===== src/rtl/pipe_stage_reg.sv =====
// Pipeline stage register with stall/flush control and bubble/stall statistics.
// Carries valid, multi-channel payload, instruction word and PC+8 to the next stage.
module pipe_stage_reg #(
    parameter int DATA_W           = 32,
    parameter int NUM_CH           = 3,
    parameter int PC_INC           = 4,
    parameter int CNT_W            = 16,
    parameter bit KEEP_PC_ON_FLUSH = 1'b0
) (
    input  logic                     clk,
    input  logic                     reset,
    input  logic                     stall,
    input  logic                     flush,
    input  logic                     in_valid,
    input  logic [NUM_CH*DATA_W-1:0] in_data,
    input  logic [31:0]              in_ir,
    input  logic [31:0]              in_pc4,
    output logic                     out_valid,
    output logic [NUM_CH*DATA_W-1:0] out_data,
    output logic [31:0]              out_ir,
    output logic [31:0]              out_pc8,
    output logic [CNT_W-1:0]         bubble_cnt,
    output logic [CNT_W-1:0]         stall_cnt
);

    localparam logic [31:0]      PC_STEP = 32'(PC_INC);
    localparam logic [CNT_W-1:0] CNT_MAX = '1;

    // A bubble enters on flush, or on a normal load of an upstream bubble.
    logic load;
    logic bubble_in;
    logic stall_in;

    assign load      = !flush && !stall;
    assign bubble_in = flush || (load && !in_valid);
    assign stall_in  = stall && !flush;

    // Control fields: valid, instruction word and PC+8.
    always_ff @(posedge clk or posedge reset) begin
        if (reset) begin
            out_valid <= 1'b0;
            out_ir    <= '0;
            out_pc8   <= '0;
        end else if (flush) begin
            out_valid <= 1'b0;
            out_ir    <= '0;
            if (!KEEP_PC_ON_FLUSH) begin
                out_pc8 <= '0;
            end
        end else if (!stall) begin
            out_valid <= in_valid;
            out_ir    <= in_valid ? in_ir : 32'h0;
            out_pc8   <= in_pc4 + PC_STEP;
        end
    end

    // Each payload channel is its own register so no bits can cross channels.
    for (genvar k = 0; k < NUM_CH; k++) begin : g_ch
        logic [DATA_W-1:0] ch_q;

        // Channel k: cleared on reset/flush/bubble, held on stall.
        always_ff @(posedge clk or posedge reset) begin
            if (reset) begin
                ch_q <= '0;
            end else if (flush) begin
                ch_q <= '0;
            end else if (!stall) begin
                ch_q <= in_valid ? in_data[k*DATA_W +: DATA_W] : '0;
            end
        end

        assign out_data[k*DATA_W +: DATA_W] = ch_q;
    end

    // Saturating count of bubbles entering the stage.
    always_ff @(posedge clk or posedge reset) begin
        if (reset) begin
            bubble_cnt <= '0;
        end else if (bubble_in && bubble_cnt != CNT_MAX) begin
            bubble_cnt <= bubble_cnt + 1'b1;
        end
    end

    // Saturating count of stall cycles; a flush overrides the stall.
    always_ff @(posedge clk or posedge reset) begin
        if (reset) begin
            stall_cnt <= '0;
        end else if (stall_in && stall_cnt != CNT_MAX) begin
            stall_cnt <= stall_cnt + 1'b1;
        end
    end

endmodule


===== config.mk =====
export PLATFORM = sky130hd
export DESIGN_NAME = pipe_stage_reg
export DESIGN_NICKNAME = d
export VERILOG_FILES = /design/src/rtl/pipe_stage_reg.sv
export SDC_FILE = /design/constraint.sdc
export NUM_CORES = 1
export LEC_CHECK = 0
export CAP_MARGIN = 20
export CORE_ASPECT_RATIO = 2
export CORE_MARGIN = 2
export CORE_UTILIZATION = 42
export CTS_BUF_LIST = sky130_fd_sc_hd__clkbuf_16
export DETAILED_ROUTE_END_ITERATION = 10
export GPL_TIMING_DRIVEN = 0
export PLACE_DENSITY = 0.9
export SYNTH_ARGS = -nofsm -noshare
export SYNTH_HDL_FRONTEND = slang
export SYNTH_SLANG_ARGS = --single-unit
export TNS_END_PERCENT = 100

===== constraint.sdc =====
create_clock -name clk -period 8.96 [get_ports clk]
set_input_delay 1.792 -clock clk [delete_from_list [all_inputs] [get_ports clk]]
set_output_delay 1.792 -clock clk [all_outputs]
set_load 0.02 [all_outputs]

==> flow_metrics.env <==
export IMPL_drv_cap=0
export IMPL_dp_hpwl_mm=21.5
export IMPL_grt_max_degree=118
export IMPL_report_power_total_mw=2.21
export IMPL_report_final_slew_viol_count=0
export IMPL_tritoncts="yes"
export IMPL_finalHoldViolations=0
export IMPL_synth_cell_types=53
export IMPL_via_count_of_the_routed_design=7519
export IMPL_initial_core_util=0.429
export IMPL_synthesis_nets=842
export IMPL_total_gr_overflow=0
export IMPL_avgViaCountPerCell=5.71
export IMPL_grt_pass1_vias=7584
export IMPL_placedInstanceArea_um2=12000
export IMPL_ioPinCount=358
export IMPL_clk_insertion_delay_late_ps=430
export IMPL_relative_contribution_of_combinational_cells_to_total_power=0.219
export IMPL_layout_cell_share_with_drive_strength_beyond_1=0.0377
export IMPL_footprint_of_the_multi_input_gates_um2=3030
export IMPL_numCtsBuffers=17
export IMPL_power_per_cell_area_nw_per_um2=176
export IMPL_final_hold_worst_slack_ps=480
export IMPL_finalSetupViolations=0
export IMPL_reg_power_frac=0.458
export IMPL_layout_min_cycle_time_ps=4010
export IMPL_std_cell_rows=71
export IMPL_synthFlopType="dfrtp_1"
export IMPL_status="completed"
export IMPL_cts_root_buf="clkbuf_16"
export IMPL_yosys_register_bits=193
export IMPL_cts_sink_count=193
export IMPL_syn_inst=674
export IMPL_detailedRoute_firstIterationViolations=270
export IMPL_timing_clock_skew_ps=5.04
export IMPL_worst_ep_arrival_time_ps=4370
export IMPL_p_leak_nw=5.28
export IMPL_fp_dieH_um=200
export IMPL_fp_dieArea_um2=20400
export IMPL_grt_antenna_before_repair=0
export IMPL_drc=0
export IMPL_fin_cells=1316
export IMPL_grt_setup_unrepaired="false"
export IMPL_post_synth_edffs=0
export IMPL_insertedDiodeCount=0
export IMPL_final_period_utilization=0.448
export IMPL_core_um2=18800
export IMPL_synth_yosys_warnings=0
export IMPL_placed_cells=1284
export IMPL_cell_internal_pwr_mw=1.56
export IMPL_chipWidth_um=102
export IMPL_min_delay_path_class="reg2reg"
export IMPL_postcts_setup_bufs=0
export IMPL_finalWeightedCongestion=0.929
export IMPL_slew_limit_headroom=0.344
export IMPL_crit_path_start_kind="input port"
export IMPL_synthesis_area_per_instance_um2=12.0
export IMPL_worst_endpoint_required_ps=9320
export IMPL_crit_fanout=10
export IMPL_worst_ir_drop_vdd_mv=0.111
export IMPL_share_clk_of_total_power=0.322
export IMPL_route_antenna_remaining_nets=0
export IMPL_area_delta_synth_final_pct=55.1
export IMPL_fin_nets=1217
export IMPL_swShare=0.293
export IMPL_worst_slew_pin_transition_ps=975
export IMPL_cts_resized=0
export IMPL_avgRoutedWirePerCell_um=21.7
export IMPL_grtUsageTotal=0.276
export IMPL_final_cell_area_um2=12500
export IMPL_port_buffers=354
export IMPL_dr_pass1_iters=5
export IMPL_syn_cell_area_um2=8070
export IMPL_post_synthesis_async_set_or_reset_flop_share=1.00
export IMPL_timing_fmax_mhz=249
export IMPL_path_clk_slew_ps=60
export IMPL_cp_end_kind="flip-flop"
export IMPL_postRouteWirelength_mm=28.6
export IMPL_fillerInstances=1395
export IMPL_path_class="in2reg"
export IMPL_power_switching_mw=0.646
export IMPL_finalCoreUtilization=0.665
export IMPL_ff_latch_area_um2=4830
export IMPL_ctsHtreeMaxLevel=4
export IMPL_max_clock_path_buffers=2
export IMPL_synth_yosys_seq_area_share=0.598
export IMPL_first_pass_grt_wire_length_mm=42.4
export IMPL_ctsHoldBuffers=0
==> power groups by stage <==
stage | sequential (mW) | combinational, mW | clock (mW)
global placement | 1.02 | 0.471 | 0
global route | 1.02 | 0.517 | 0.758
detailed placement | 1.02 | 0.483 | 0
floorplan | 1.09 | 0.135 | 0
finish | 1.01 | 0.484 | 0.711
CTS | 1.01 | 0.487 | 0.728
==> worst max-delay path, stage by stage <==
cell      delay [ps]
clkbuf_1         230
clkinv_1         290
nor2_1           800
clkbuf_1         590
buf_1            450
a22o_1           210
==> through the flow <==
step	setup TNS, ps	worst slack (ps)
after floorplan	0	1910
after global placement	-65220	-356
after detailed placement	0	4540
after CTS	0	4980
after global routing	0	4760
final	0	4950
==> Yosys cell counts (2+ instances only) <==
library cell,instances,area (um2)
mux2i_1,4,40.0
nor2b_1,3,18.8
xor2_1,24,210
mux2_2,2,22.5
nand2_1,26,97.6
nor2_1,37,139
o21ai_0,4,20.0
a21oi_1,10,50.1
inv_1,10,37.5
o21bai_1,2,15.0
or4_1,3,22.5
nor4_1,16,100
or3_1,4,25.0
nor3b_1,8,60.1
nor3_1,22,110
and4_1,6,52.6
nor4b_1,4,35.0
nand2b_1,4,25.0
ha_1,3,37.5
a211oi_1,11,82.6
o211ai_1,2,15.0
nand4_1,19,119
xnor2_1,15,131
dfrtp_1,193,4830
a2111oi_0,4,35.0
clkbuf_1,36,135
o31ai_1,4,30.0
a311oi_1,5,43.8
buf_1,7,26.3
a22o_1,128,1120
and3_1,8,50.1
nand3_1,27,135
a22oi_1,3,22.5
==> registers in the layout (all words and copies together) (netlist names) <==
signal,count
out_ir,32
out_valid,1
bubble_cnt,16
out_pc8,32
stall_cnt,16
g_ch.ch_q,96
==> kinds of logic (layout without fill, tap and decap cells) <==
group,count (synthesis),after routing,share of synthesized area
xor gates and xnor gates,39,39,0.0423
DFF,193,193,0.598
and+or+nand+nor,194,194,0.132
muxes,6,6,0.00775
AOI/OAI and AO/OA,183,183,0.189
buffers and inverters,56,443,0.0263
adders and majority gates,3,3,0.00465
==> cell type report <==
| cell class | instances | share of cell area |
|---|---|---|
| inverter | 11 | 0.00390 |
| timing repair buffer | 356 | 0.286 |
| clock buffer | 17 | 0.0340 |
| tap | 255 | 0.0255 |
| multi-input combinational | 425 | 0.242 |
| sequential | 193 | 0.386 |
| buffer | 45 | 0.0137 |
| clock inverter | 14 | 0.00969 |
==> per-layer routing <==
| layer | share of wire | global-route usage | vias to the layer above | routed length [um] |
|---|---|---|---|---|
| met5 | 0 | 0 | - | 0 |
| met4 | 0.065 | 0.192 | 0 | 1860 |
| met3 | 0.079 | 0.0773 | 111 | 2250 |
| met2 | 0.52 | 0.475 | 416 | 14900 |
| met1 | 0.34 | 0.283 | 3672 | 9590 |
| li1 | - | - | 3320 | - |
==> final timing paths <==
path                                           startpoint                            to  slack [ps]  cells after the start
worst max-delay path                                stall  g_ch[2].ch_q[23]$_DFFE_PP0N_        4950                      6
worst min-delay path                out_valid$_DFFE_PP0N_         out_valid$_DFFE_PP0N_         480                      1
worst max register to register  bubble_cnt[5]$_DFFE_PP0P_     bubble_cnt[1]$_DFFE_PP0P_        6730                      4
worst min register to register      out_valid$_DFFE_PP0N_         out_valid$_DFFE_PP0N_         480                      1
max in group asynchronous                           reset  g_ch[1].ch_q[26]$_DFFE_PP0N_        6190                      3
min in group asynchronous                           reset    bubble_cnt[13]$_DFFE_PP0P_        1810                      2
==> cell usage in the layout, fill, tap and decap left out, types with 15 or more instances in the layout <==
cell type,count
a22o_1,128
clkbuf_1,36
clkbuf_16,17
clkdlybuf4s50_1,354
dfrtp_1,193
nand2_1,26
nand3_1,27
nand4_1,19
nor2_1,37
nor3_1,22
nor4_1,16
xnor2_1,15
xor2_1,24
No activity file was read; power rests on OpenSTA's default activity.
==> RTL change 1 (same settings) <==
Reset style: synchronous (`reset`), changed in 4 clocked blocks.
--- a/src/rtl/pipe_stage_reg.sv
+++ b/src/rtl/pipe_stage_reg.sv
@@ -36,7 +36,7 @@
     assign stall_in  = stall && !flush;
 
     // Control fields: valid, instruction word and PC+8.
-    always_ff @(posedge clk or posedge reset) begin
+    always_ff @(posedge clk) begin
         if (reset) begin
             out_valid <= 1'b0;
             out_ir    <= '0;
@@ -59,7 +59,7 @@
         logic [DATA_W-1:0] ch_q;
 
         // Channel k: cleared on reset/flush/bubble, held on stall.
-        always_ff @(posedge clk or posedge reset) begin
+        always_ff @(posedge clk) begin
             if (reset) begin
                 ch_q <= '0;
             end else if (flush) begin
@@ -73,7 +73,7 @@
     end
 
     // Saturating count of bubbles entering the stage.
-    always_ff @(posedge clk or posedge reset) begin
+    always_ff @(posedge clk) begin
         if (reset) begin
             bubble_cnt <= '0;
         end else if (bubble_in && bubble_cnt != CNT_MAX) begin
@@ -82,7 +82,7 @@
     end
 
     // Saturating count of stall cycles; a flush overrides the stall.
-    always_ff @(posedge clk or posedge reset) begin
+    always_ff @(posedge clk) begin
         if (reset) begin
             stall_cnt <= '0;
         end else if (stall_in && stall_cnt != CNT_MAX) begin
Formal check against the unedited RTL: differs if reset is asserted again (counterexample within 4 cycles, from zero or initial values and one cycle with reset high); with reset held inactive, the same outputs for 4 cycles.
==> RTL change 1 against the unedited design <==
  * Utilization increased by 2.1 points
  * Via count increased by 4.7%
  * Worst setup slack improved by 0.32 ns
  * Critical path type unchanged
  * Largest cell class unchanged
  * Global-route usage decreased by 0.19 points
  * Clock skew increased by 0.0026 ns
  * Critical path depth unchanged
  * Routed wire length decreased by 6.5%
  * Synthesized cell count increased by 21%
  * Design area decreased by 5.4%
  * Clock power increased by 8.7%
  * Power decreased by 13%
  * Die area decreased by 7.6%
  * Sequential cell count unchanged
  * Synthesized area decreased by 7.9%
==> RTL change 1: results (changes against the unedited design) <==
| Metric | Value |
|---|---|
| Cells after Synth | 816 (+21%) |
| Tot GR Track Use | 27.4% (-0.19 points) |
| Prevailing post-synth register cell | dfxtp_1 |
| WL/cell | 18.9 um (-13%) |
| Comb. pwr | 248 uW (-49%) |
| Dominant cells by area after synthesis | dfxtp_1, a22oi_1, nor2_1 |
| Placer Congestion | 0.903 (-2.8%) |
| Drt pass-1 iters | 5 (unchanged) |
| Outcome | finished clean |
| Initial antenna violation count | 0 (unchanged) |
| Crit path DAT | 3.98 ns (-0.39 ns) |
| Syn nets | 984 (+17%) |
| Ys async rst share | 0% (-100 points) |
| Critical Path Slowest Stage Cell | clkdlybuf4s50_1 |
| Top power group | registers |
| Root buffer cell | clkbuf_16 |
| Critical path fanouts, max | 10 (unchanged) |
| Post-synth top cells | dfxtp_1, nor2_1, a22oi_1 |
| Biggest regs | g_ch.ch_q (96), out_ir (32), out_pc8 (32) |
| Crit path max-delay family | buffers and inverters |
| # fillers | 1277 (-8.5%) |
| Worst hold path type | flop to flop |
| Total power | 1.91 mW (-13%) |
| Num CTS Buffers | 17 (unchanged) |
| Clk slew on worst S/H paths | around 0.07 ns |
| Final Skew | 0.00768 ns (+0.00264 ns) |
| Cts repair resizes | 0 (unchanged) |
| First-pass GRT wire length | 40900 um (-3.5%) |
| Htree depth | 4 (unchanged) |
| Synth warnings | 0 (unchanged) |
| TNS Setup | 0 ns (unchanged) |
| PortBufs | 355 (+0.28%) |
| Via Count | 7869 (+4.7%) |
| Least-Margin Pin Slew | 0.746 ns (-0.229 ns) |
| Max Root-Sink Buffers | 2 (unchanged) |
| P_seq | 888 uW (-12%) |
| Worst path max stage delay | 0.58 ns (-0.22 ns) |
| Post-synthesis sequential area ratio | 51.9% (-7.9 points) |
| Synth cell types | 46 (-13%) |
| Vias in the first global route | 8051 (+6.2%) |
| DR iter-0 viols | 296 (+9.6%) |
| Post-CTS setup buffer count | 0 (unchanged) |
| Skew-Pair Late Insertion Delay | about 0.42 ns |
| Switching share of power | 24.5% (-4.8 points) |
| VDD IR max | 0.143 mV (+29%) |
| Share of post-route cells with drive strength above 1 | 3.66% (-0.11 points) |
| Pleak | 4.07 nW (-23%) |
| Final Non-Filler Cells | 1414 (+7.4%) |
| Final HPWL DP | 20700 um (-3.8%) |
| Largest net degree at the start of global routing | 17 (-86%) |
-- RTL change 1: changes by cell type after synthesis, sizes merged, moves of 11 or more --
cell / unedited run / this run
dfrtp: 193 / 0
dfxtp: 0 / 193
nand3: 27 / 16
nor2: 37 / 189
xnor2: 15 / 35
a22oi: 3 / 128
clkbuf: 37 / 55
a22o: 128 / 0
a21oi: 10 / 23
-- RTL change 1: per-layer routing --
layer	track usage [%]	share of wire, %
met1	26.8	34
met2	51.4	54
met3	6.62	6.7
met4	16.0	5.6
met5	0	0
-- RTL change 1: cell type report --
class	count	area share, %
Clock inverter	14	1.39
Multi-Input combinational cell	559	28.1
Antenna cell	2	0.0422
Sequential cell	193	32.6
Tap cell	210	2.22
Timing Repair Buffer	355	30.0
Buffer	60	1.99
Clock buffer	17	3.59
Inverter	4	0.127
-- RTL change 1: cells by family (layout without fill, tap and decap cells) --
kind of cell,Yosys count,count (layout),synth area share [%]
AO/OA/AOI/OAI,181,181,17.8
XOR/XNOR,49,49,5.77
adder cells (fa/ha/maj),3,3,0.505
buffers and inverters,64,450,3.36
flip-flops,193,193,51.9
multiplexers,5,5,0.673
other,0,2,0
AND/OR/NAND/NOR,321,321,20.0
-- RTL change 1: worst paths after layout --
kind,endpoint,cells after the start,startpoint,slack (ns)
worst max-delay path,out_pc8[5],6,flush,5.27
worst min-delay path,out_pc8[8],2,out_pc8[8],0.47
worst max register to register,bubble_cnt[5],6,bubble_cnt[0],6.93
worst min register to register,out_pc8[8],2,out_pc8[8],0.47
-- RTL change 1: through the flow --
step / utilization, % / instance area (um2) / worst slack [ns]
finish: 68.6 / 11900 / 5.27
global route: 68.6 / 11800 / 5.08
CTS: 68.6 / 11800 / 5.24
detailed placement: 65.2 / 11300 / 4.80
global placement: 65.2 / 11300 / 4.83
floorplan: - / 7440 / 5.77
==> RTL change 2 (same settings) <==
Made on the original files. `KEEP_PC_ON_FLUSH`: 1'b0 -> 1'b1.
--- a/src/rtl/pipe_stage_reg.sv
+++ b/src/rtl/pipe_stage_reg.sv
@@ -5,7 +5,7 @@
     parameter int NUM_CH           = 3,
     parameter int PC_INC           = 4,
     parameter int CNT_W            = 16,
-    parameter bit KEEP_PC_ON_FLUSH = 1'b0
+    parameter bit KEEP_PC_ON_FLUSH = 1'b1
 ) (
     input  logic                     clk,
     input  logic                     reset,
Check against the original RTL: not equivalent (Yosys sat finds a counterexample within 4 cycles, from zero or initial values and one cycle with reset high).
==> RTL change 2 against the unedited design <==
  * Design area is 1.5% lower
  * Sequential cell count unchanged
  * Critical path type unchanged
  * Synthesized area down 2.6%
  * Final cell count down 4.7%
  * Sequential share of layout area is 0.58 points higher
  * Power rose by 3.5%
  * Critical endpoint is now stall_cnt[3]
  * Worst setup slack improved by 0.13 ns
  * Routed wire length fell by 8.0%
==> RTL change 2: results (changes against the unedited design) <==
| Metric | Value |
|---|---|
| Outcome | finished clean |
| Layout Nets | 1193 (-2.0%) |
| Syn nets | 816 (-3.1%) |
| Least-Margin Pin Slew | 0.794 ns (-0.181 ns) |
| Tot GR Track Use | 26.0% (-1.6 points) |
| Nonclk buf count | 397 (-1.0%) |
| Largest net degree at the start of global routing | 103 (-13%) |
| First-pass GRT wire length | 39600 um (-6.8%) |
| Placer Congestion | 0.933 (+0.46%) |
| Critical Path Slowest Stage Cell | clkdlybuf4s50_1 |
| Die X | 101 um (-1.2%) |
| Sequential power share | 44.1% (-1.7 points) |
| PortBufs | 357 (+0.85%) |
| Final Non-Filler Cells | 1254 (-4.7%) |
| Drt pass-1 iters | 4 (-1) |
| FFs & Latches | 193 (unchanged) |
| # fillers | 1315 (-5.7%) |
| Inverters | 9 (-2) |
| Final HPWL DP | 19900 um (-7.8%) |
| Synth cell types | 45 (-15%) |
| Share of post-route cells with drive strength above 1 | 4.05% (+0.28 points) |
| Clock group share of total power | 34.1% (+1.9 points) |
| Multi-input gate share of total cell area | 23.2% (-1.0 points) |
| Post-synth top cells | dfrtp_1, a22o_1, nand2_1 |
| Post-synthesis sequential area ratio | 61.4% (+1.6 points) |
| Min-delay src | out_pc8[0] |
-- RTL change 2: cell count changes in the layout (fill, tap and decap cells not counted), moves of 5 or more --
cell,unedited run,this run
a31oi_1,1,18
o21ai_0,4,13
o31ai_1,4,9
buf_1,7,2
nand2_1,26,46
a311oi_1,5,0
nand4_1,19,14
nor3b_1,8,1
a21oi_1,10,5
nand3_1,27,22
nor2_1,37,26
a211oi_1,11,3
nor3_1,22,11
or4_1,3,8
-- RTL change 2: per-stage QoR --
stage | utilization [%] | worst slack (ns)
2_1_floorplan | - | 1.91
3_3_place_gp | 64.0 | -0.474
3_5_place_dp | 64.2 | 4.58
4_1_cts | 67.4 | 5.01
5_1_grt | 67.4 | 4.86
6_report | 67.4 | 5.08
-- RTL change 2: metal layers --
metal,track usage (%),wire [um],vias to the layer above
met5,0,0,-
met4,12.5,962,0
met3,6.51,1860,60
met2,47.4,14400,332
met1,27.0,9090,3532
li1,-,-,3208
-- RTL change 2: cell families after synthesis --
| family | count (synthesis) | share of synthesized area, % |
|---|---|---|
| flops | 193 | 61.4 |
| xor+xnor | 37 | 4.12 |
| mux | 2 | 0.286 |
| simple gates | 175 | 12.0 |
| fa+ha+maj | 3 | 0.477 |
| compound gates | 190 | 19.5 |
| buf+inv | 48 | 2.29 |
-- RTL change 2: worst register-to-register path, stage by stage, from the launching register on --
cell      delay, ns
dfrtp_1        0.46
nand4_1        0.20
or4_1          0.54
clkbuf_1       0.17
o21ai_1        0.25
mux2_2         0.36
-- RTL change 2: final timing paths --
check                                        to  depth (start not counted)
worst min-delay path                 out_pc8[0]                          2
max in group asynchronous       g_ch[0].ch_q[6]                          3
worst min register to register       out_pc8[0]                          2
worst max register to register     stall_cnt[1]                          5
worst max-delay path               stall_cnt[3]                          7
min in group asynchronous            out_ir[28]                          2
